### config.mk
export PLATFORM = sky130hd
export DESIGN_NAME = branch_hazard_ctrl
export DESIGN_NICKNAME = d
export VERILOG_FILES = /design/src/rtl/branch_ctrl_pkg.sv /design/src/rtl/branch_hazard_ctrl_penalty_counter.sv /design/src/rtl/branch_hazard_ctrl.sv
export SDC_FILE = /design/constraint.sdc
export NUM_CORES = 1
export LEC_CHECK = 0
export ABC_AREA = 1
export CAP_MARGIN = 0
export CELL_PAD_IN_SITES_DETAIL_PLACEMENT = 0
export CELL_PAD_IN_SITES_GLOBAL_PLACEMENT = 1
export CORE_UTILIZATION = 20
export CTS_CLUSTER_SIZE = 8
export DETAILED_ROUTE_END_ITERATION = 12
export HOLD_SLACK_MARGIN = 0.1
export PLACE_DENSITY = 0.84
export SYNTH_ARGS = -nofsm -noshare
export SYNTH_HDL_FRONTEND = slang
export SYNTH_HIERARCHICAL = 1
export SYNTH_SLANG_ARGS = --single-unit
### constraint.sdc
create_clock -name clk -period 1.3 [get_ports clk]
set_input_delay 0.26 -clock clk [delete_from_list [all_inputs] [get_ports clk]]
set_output_delay 0.26 -clock clk [all_outputs]
set_load 0.005 [all_outputs]
### src/rtl/branch_ctrl_pkg.sv
// Shared types and constants for the branch/hazard sequencing controller.
// Optional statistics counters are enabled with `define BRANCH_CTRL_STATS_EN.
package branch_ctrl_pkg;

  // Longest penalty either multi-cycle sequence may be configured for.
  localparam int MAX_PENALTY = 7;

  // Penalty down-counter width; wide enough to hold MAX_PENALTY.
  localparam int CNT_W = $clog2(MAX_PENALTY + 1);

  // Statistics counter width and saturation value.
  localparam int          STAT_W   = 16;
  localparam logic [15:0] STAT_MAX = 16'hFFFF;

  // Controller sequencing states.
  typedef enum logic [1:0] {
    RUN      = 2'd0,
    LU_STALL = 2'd1,
    FLUSH    = 2'd2
  } state_e;

  // Counter preload for a penalty of 'cycles'. The first penalty cycle is
  // spent in RUN, so the multi-cycle state only covers the remainder.
  function automatic logic [CNT_W-1:0] penalty_load(input int cycles);
    return CNT_W'(cycles - 1);
  endfunction

endpackage

### src/rtl/branch_hazard_ctrl_penalty_counter.sv
// Penalty down-counter shared by the load-use stall and redirect flush
// sequences. 'done' flags the final cycle of a sequence (count of one).
module penalty_counter
  import branch_ctrl_pkg::*;
(
  input  logic             clk,
  input  logic             reset_n,
  input  logic             load,
  input  logic [CNT_W-1:0] load_val,
  input  logic             dec,
  output logic             done
);

  logic [CNT_W-1:0] cnt_q;

  // Load takes precedence over decrement; never wraps below zero.
  // NOTE: sequential state uses non-blocking (<=) so every flop samples
  // pre-edge values regardless of block evaluation order.
  always_ff @(posedge clk or negedge reset_n) begin
    if (!reset_n) begin
      cnt_q <= '0;
    end else if (load) begin
      cnt_q <= load_val;
    end else if (dec && (cnt_q != '0)) begin
      cnt_q <= cnt_q - CNT_W'(1);
    end
  end

  assign done = (cnt_q == CNT_W'(1));

endmodule

### src/rtl/branch_hazard_ctrl.sv
// Pipeline sequencing controller: turns the ID-stage branch redirect and
// the ID/EX load-use hazard into PC, IF/ID and ID/EX control, with a small
// FSM plus shared down-counter for multi-cycle penalties.
// Priority: mem_stall > load-use hazard > branch_flush.
// Optional statistics: `define BRANCH_CTRL_STATS_EN to build the saturating
// flush/stall counters; otherwise those ports are tied to zero.
module branch_hazard_ctrl
  import branch_ctrl_pkg::*;
#(
  parameter int ADDR_W       = 16,
  parameter int REG_AW       = 3,
  parameter int FLUSH_CYCLES = 1,
  parameter int LU_CYCLES    = 1
) (
  input  logic              clk,
  input  logic              reset_n,
  input  logic              mem_stall,
  input  logic              branch_flush,
  input  logic [ADDR_W-1:0] branch_target,
  input  logic              idex_mem_read,
  input  logic [REG_AW-1:0] idex_rd,
  input  logic [REG_AW-1:0] ifid_rs1,
  input  logic [REG_AW-1:0] ifid_rs2,
  input  logic              ifid_use_rs1,
  input  logic              ifid_use_rs2,
  output logic              pc_write,
  output logic              pc_sel,
  output logic [ADDR_W-1:0] pc_target,
  output logic              ifid_write,
  output logic              ifid_flush,
  output logic              idex_flush,
  output logic              busy,
  output logic [STAT_W-1:0] flush_count,
  output logic [STAT_W-1:0] stall_count
);

  // Out-of-range penalties would leave the counter unable to reach 'done'.
  if ((FLUSH_CYCLES < 1) || (FLUSH_CYCLES > MAX_PENALTY)) begin : g_bad_flush
    $error("branch_hazard_ctrl: FLUSH_CYCLES must be 1..7");
  end
  if ((LU_CYCLES < 1) || (LU_CYCLES > MAX_PENALTY)) begin : g_bad_lu
    $error("branch_hazard_ctrl: LU_CYCLES must be 1..7");
  end

  localparam logic [CNT_W-1:0] LU_LOAD    = penalty_load(LU_CYCLES);
  localparam logic [CNT_W-1:0] FLUSH_LOAD = penalty_load(FLUSH_CYCLES);
  localparam bit               LU_MULTI    = (LU_CYCLES > 1);
  localparam bit               FLUSH_MULTI = (FLUSH_CYCLES > 1);

  state_e            state_q, state_d;
  logic [ADDR_W-1:0] pc_target_q;
  logic              hazard;
  logic              redirect;
  logic              bubble;
  logic              cnt_load;
  logic [CNT_W-1:0]  cnt_load_val;
  logic              cnt_dec;
  logic              cnt_done;

  // Register 0 is hard-wired zero, so a load targeting it never hazards.
  assign hazard = idex_mem_read && (idex_rd != '0) &&
                  ((ifid_use_rs1 && (ifid_rs1 == idex_rd)) ||
                   (ifid_use_rs2 && (ifid_rs2 == idex_rd)));

  // Next-state and pipeline control decode from current state and requests.
  // NOTE: every signal gets a default at the top so no path leaves one
  // unassigned, which would otherwise infer a latch.
  always_comb begin
    state_d      = state_q;
    pc_write     = 1'b0;
    pc_sel       = 1'b0;
    ifid_write   = 1'b0;
    ifid_flush   = 1'b0;
    idex_flush   = 1'b0;
    redirect     = 1'b0;
    bubble       = 1'b0;
    cnt_load     = 1'b0;
    cnt_load_val = '0;
    cnt_dec      = 1'b0;

    if (!reset_n) begin
      // Hold both pipeline registers at NOP and the PC frozen in reset.
      ifid_flush = 1'b1;
      idex_flush = 1'b1;
    end else if (mem_stall) begin
      // Whole pipeline frozen; state and counter hold.
    end else begin
      unique case (state_q)
        RUN: begin
          if (hazard) begin
            // Branch operands may be stale; it re-evaluates after the stall.
            bubble = 1'b1;
            if (LU_MULTI) begin
              state_d      = LU_STALL;
              cnt_load     = 1'b1;
              cnt_load_val = LU_LOAD;
            end
          end else if (branch_flush) begin
            redirect   = 1'b1;
            pc_write   = 1'b1;
            pc_sel     = 1'b1;
            ifid_flush = 1'b1;
            if (FLUSH_MULTI) begin
              state_d      = FLUSH;
              cnt_load     = 1'b1;
              cnt_load_val = FLUSH_LOAD;
            end
          end else begin
            pc_write   = 1'b1;
            ifid_write = 1'b1;
          end
        end
        LU_STALL: begin
          bubble  = 1'b1;
          cnt_dec = 1'b1;
          if (cnt_done) state_d = RUN;
        end
        FLUSH: begin
          // Fetch continues sequentially from the target; the fetched
          // wrong-path instruction is squashed and any branch ignored.
          pc_write   = 1'b1;
          ifid_flush = 1'b1;
          cnt_dec    = 1'b1;
          if (cnt_done) state_d = RUN;
        end
        default: state_d = RUN;
      endcase

      if (bubble) begin
        idex_flush = 1'b1;
      end
    end
  end

  // State and captured redirect target.
  always_ff @(posedge clk or negedge reset_n) begin
    if (!reset_n) begin
      state_q     <= RUN;
      pc_target_q <= '0;
    end else begin
      state_q <= state_d;
      if (redirect) pc_target_q <= branch_target;
    end
  end

  penalty_counter u_penalty_counter (
    .clk      (clk),
    .reset_n  (reset_n),
    .load     (cnt_load),
    .load_val (cnt_load_val),
    .dec      (cnt_dec),
    .done     (cnt_done)
  );

  // The accepted target passes straight through in its redirect cycle.
  assign pc_target = redirect ? branch_target : pc_target_q;
  assign busy      = (state_q != RUN);

`ifdef BRANCH_CTRL_STATS_EN
  logic [STAT_W-1:0] flush_cnt_q;
  logic [STAT_W-1:0] stall_cnt_q;

  // Saturating counts of accepted redirects and inserted bubble cycles.
  always_ff @(posedge clk or negedge reset_n) begin
    if (!reset_n) begin
      flush_cnt_q <= '0;
      stall_cnt_q <= '0;
    end else begin
      if (redirect && (flush_cnt_q != STAT_MAX)) flush_cnt_q <= flush_cnt_q + 16'd1;
      if (bubble && (stall_cnt_q != STAT_MAX))   stall_cnt_q <= stall_cnt_q + 16'd1;
    end
  end

  assign flush_count = flush_cnt_q;
  assign stall_count = stall_cnt_q;
`else
  assign flush_count = '0;
  assign stall_count = '0;
`endif

endmodule
==> results by group <==
Yosys
  • Synth warnings: 6
  • Post-synth top area share: 34.4%
  • Sequential-to-total area share from yosys stat: between 30% and 40%
  • Syn_area_per_cell: around 7.8 um2
  • Yosys top cell by area: dfrtp_1
  • Mapped Cells: 150
  • Yosys cell types: 16
  • Number of synthesized register bits: 16
  • Synthesized area: approximately 1200 um2
  • Ranking of synthesized cells by area: dfrtp_1 (34%), buf_4 (21%), nand2_1 (14%)

Critical path
  • CP bufs+invs: 7
  • Sequence of cells on the critical path: buf_12, inv_12, buf_4, a31oi_4, buf_6, a21oi_4, buf_12, buf_6, nand4_1, nand2_4, buf_6
  • Slowest library cell on the worst path: a21oi_4
  • CP required: between 1000 and 1500 ps
  • CP max stage delay: between 150 and 200 ps
  • Arr. time, crit path: between 1000 and 1500 ps
  • CP Capture Type: output pin
  • Most frequent CP cell: buf_6
  • Top Family by Delay on Critical Path: buffers and inverters
  • WS Path Type: input port to output pin
  • Max Fanout on Critical Path: 5
  • Startpoint Class: input port

Floorplan
  • Die ar.: between 6000 and 7000 um2
  • Starting Density: between 20% and 30%
  • Num ports: 86
  • Std cell rows: 27
  • Core area: about 5500 um2
  • Die W: ~78 um
  • Die Ht: between 70 and 80 um

Clock network
  • Root Driver: clkbuf_8
  • Clock Path Buffers: 2
  • Number of CTS-inserted buffers: 3
  • Reg clk slew, reported paths: 60 ps
  • Worst skew pair latency: 240 ps
  • CTS sink count: 16
  • Htree depth: 1
  • CTS tree: done

Detailed routing
  • Drt total wl: about 3.5 mm
  • ANT nets after route: 0
  • DR WL/cell: 10.8 um
  • Starting DRT DRC Count: 19
  • DR vias: around 1,200
  • Pre-Repair DR Iteration Count: 4
  • Drt drc: 0
  • Vias per cell: between 3 and 4

Final layout
  • Final nets: 287
  • Layout cells sized above 1: 59.1%
  • Fin util: 42.0%
  • Max reg flops: 16
  • Post-route cell area: around 2300 um2
  • Biggest regs: pc_target_q (16)
  • Non-filler instance count after layout: ~330
  • Antenna Cells: 0
  • FILL cells: between 500 and 600
  • Most flop-heavy register: pc_target_q
  • Area grow syn2layout: 100%

Placement
  • IO Port Bufs: between 50 and 60
  • Dpl ws: -1210 ps
  • Cell Area, Placed: roughly 1800 um2
  • Final HPWL from detailed placement: about 2.3 mm
  • DP Cell Count: between 200 and 300
  • Routability cong.: 0.720

STA
  • Final Hold Fails: 0
  • Max Fclk: around 570 MHz
  • Slew Limit Fails: 0
  • Final Critical Period: ~1800 ps
  • RSZ-0062 raised after global routing: yes
  • Worst Setup Slack, final: -451 ps
  • Clk_skew: 0 ps
  • Tcrit/Tclk final: 135%
  • Final setup fails: 29

Status
  • Status: finished, violations left
  • Failing checks: negative setup slack

Global route
  • GRT Total Usage: between 10% and 20%
  • Largest net degree at the start of global routing: 11
  • First-pass GRT wire length: 5.69 mm
  • Overflow after GRT: 0
  • Initial antenna violation count: 0
  • Vias in the first global route: about 1,200

Min path
  • Worst hold path class: input port to async pin

Pwr
  • Max VDD drop: between 400 and 500 uV
  • Tot Pwr: between 2000 and 2500 uW
  • Leak: between 0.001 and 0.0015 uW
  • Power Dens Cells: between 800 and 900 nW/um2

Run
  • Max-cap viol count: 0
-- kinds of logic (layout without fill, tap and decap cells) --
group / count (synthesis) / count (layout) / share of synthesized area, %
buffers and inverters: 51 / 123 / 29.6
DFF: 16 / 16 / 34.4
AOI/OAI and AO/OA: 3 / 3 / 2.90
other: 1 / 33 / 0.322
and+or+nand+nor: 79 / 79 / 32.8
-- layout make-up --
| cell class | count | area, um2 | share of cell area (%) |
|---|---|---|---|
| Multi-Input combinational cell | 115 | 678 | 29.1 |
| Tap cell | 72 | 90.1 | 3.87 |
| Timing Repair Buffer | 107 | 1030 | 44.4 |
| Inverter | 12 | 70.1 | 3.01 |
| Clock buffer | 4 | 55.1 | 2.36 |
| Sequential cell | 16 | 400 | 17.2 |
-- routing by layer --
layer | up-vias | global-route usage [%] | share of wire, %
li1 | 611 | - | -
met1 | 572 | 13.3 | 39
met2 | 53 | 21.4 | 53
met3 | 2 | 4.42 | 7.6
met4 | 0 | 2.41 | 0.23
met5 | - | 0 | 0
-- placed cells by master, fill, tap and decap left out, drive strengths merged --
master | synthesis | layout
dlymetal6s2s | 0 | 1
dfrtp | 16 | 16
clkdlybuf4s15 | 0 | 3
dlygate4sd2 | 0 | 2
nand4 | 17 | 17
nor2 | 7 | 7
a21oi | 1 | 1
inv | 12 | 10
clkdlybuf4s50 | 0 | 16
o21ai | 1 | 1
nand2 | 55 | 55
clkinv | 0 | 2
a31oi | 1 | 1
clkbuf | 0 | 6
buf | 39 | 83
conb | 1 | 33
-- Yosys cell counts --
cell     number
inv_1         8
inv_2         4
buf_4        33
nor2_1        7
nand4_1      16
buf_2         4
a21oi_4       1
dfrtp_1      16
nand2_2      11
buf_12        1
conb_1        1
buf_6         1
nand2_1      44
nand4_4       1
o21ai_0       1
a31oi_2       1
-- where the power goes --
part | switching (uW) | leakage [uW] | total, uW | internal [uW]
logic | 373 | 0.000993 | 944 | 571
clock network | 166 | 0.0000288 | 435 | 268
registers | 49.3 | 0.000200 | 637 | 588
total | 588 | 0.00122 | 2020 | 1430
-- worst paths after layout --
path / startpoint / slack, ps / cells past startpoint / to
max in group asynchronous: reset_n / 760 / 3 / pc_target_q[3]$_DFF_PN0_
setup / recovery: idex_rd[2] / -450 / 11 / pc_target[5]
min in group clk: pc_target_q[3]$_DFF_PN0_ / 470 / 2 / pc_target_q[3]$_DFF_PN0_
setup reg to reg: pc_target_q[6]$_DFF_PN0_ / 130 / 7 / pc_target_q[6]$_DFF_PN0_
hold / removal: reset_n / 290 / 2 / pc_target_q[10]$_DFF_PN0_
hold reg to reg: pc_target_q[3]$_DFF_PN0_ / 470 / 2 / pc_target_q[3]$_DFF_PN0_
-- timing repair --
item,CTS,global route
gates cloned,1,0
resized for setup,174,64
hold buffers,0,0
setup endpoints to repair,37,36
pin swaps,32,17
setup buffers,41,11
-- through the flow --
stage                     hold slack [ps]  TNS, ps
after floorplan                     -35.6     -468
after global placement                467   -32430
after detailed placement              465   -33280
after CTS                             294   -12560
after global routing                  303   -11760
final                                 291    -9370
No activity file was read; power rests on OpenSTA's default activity.
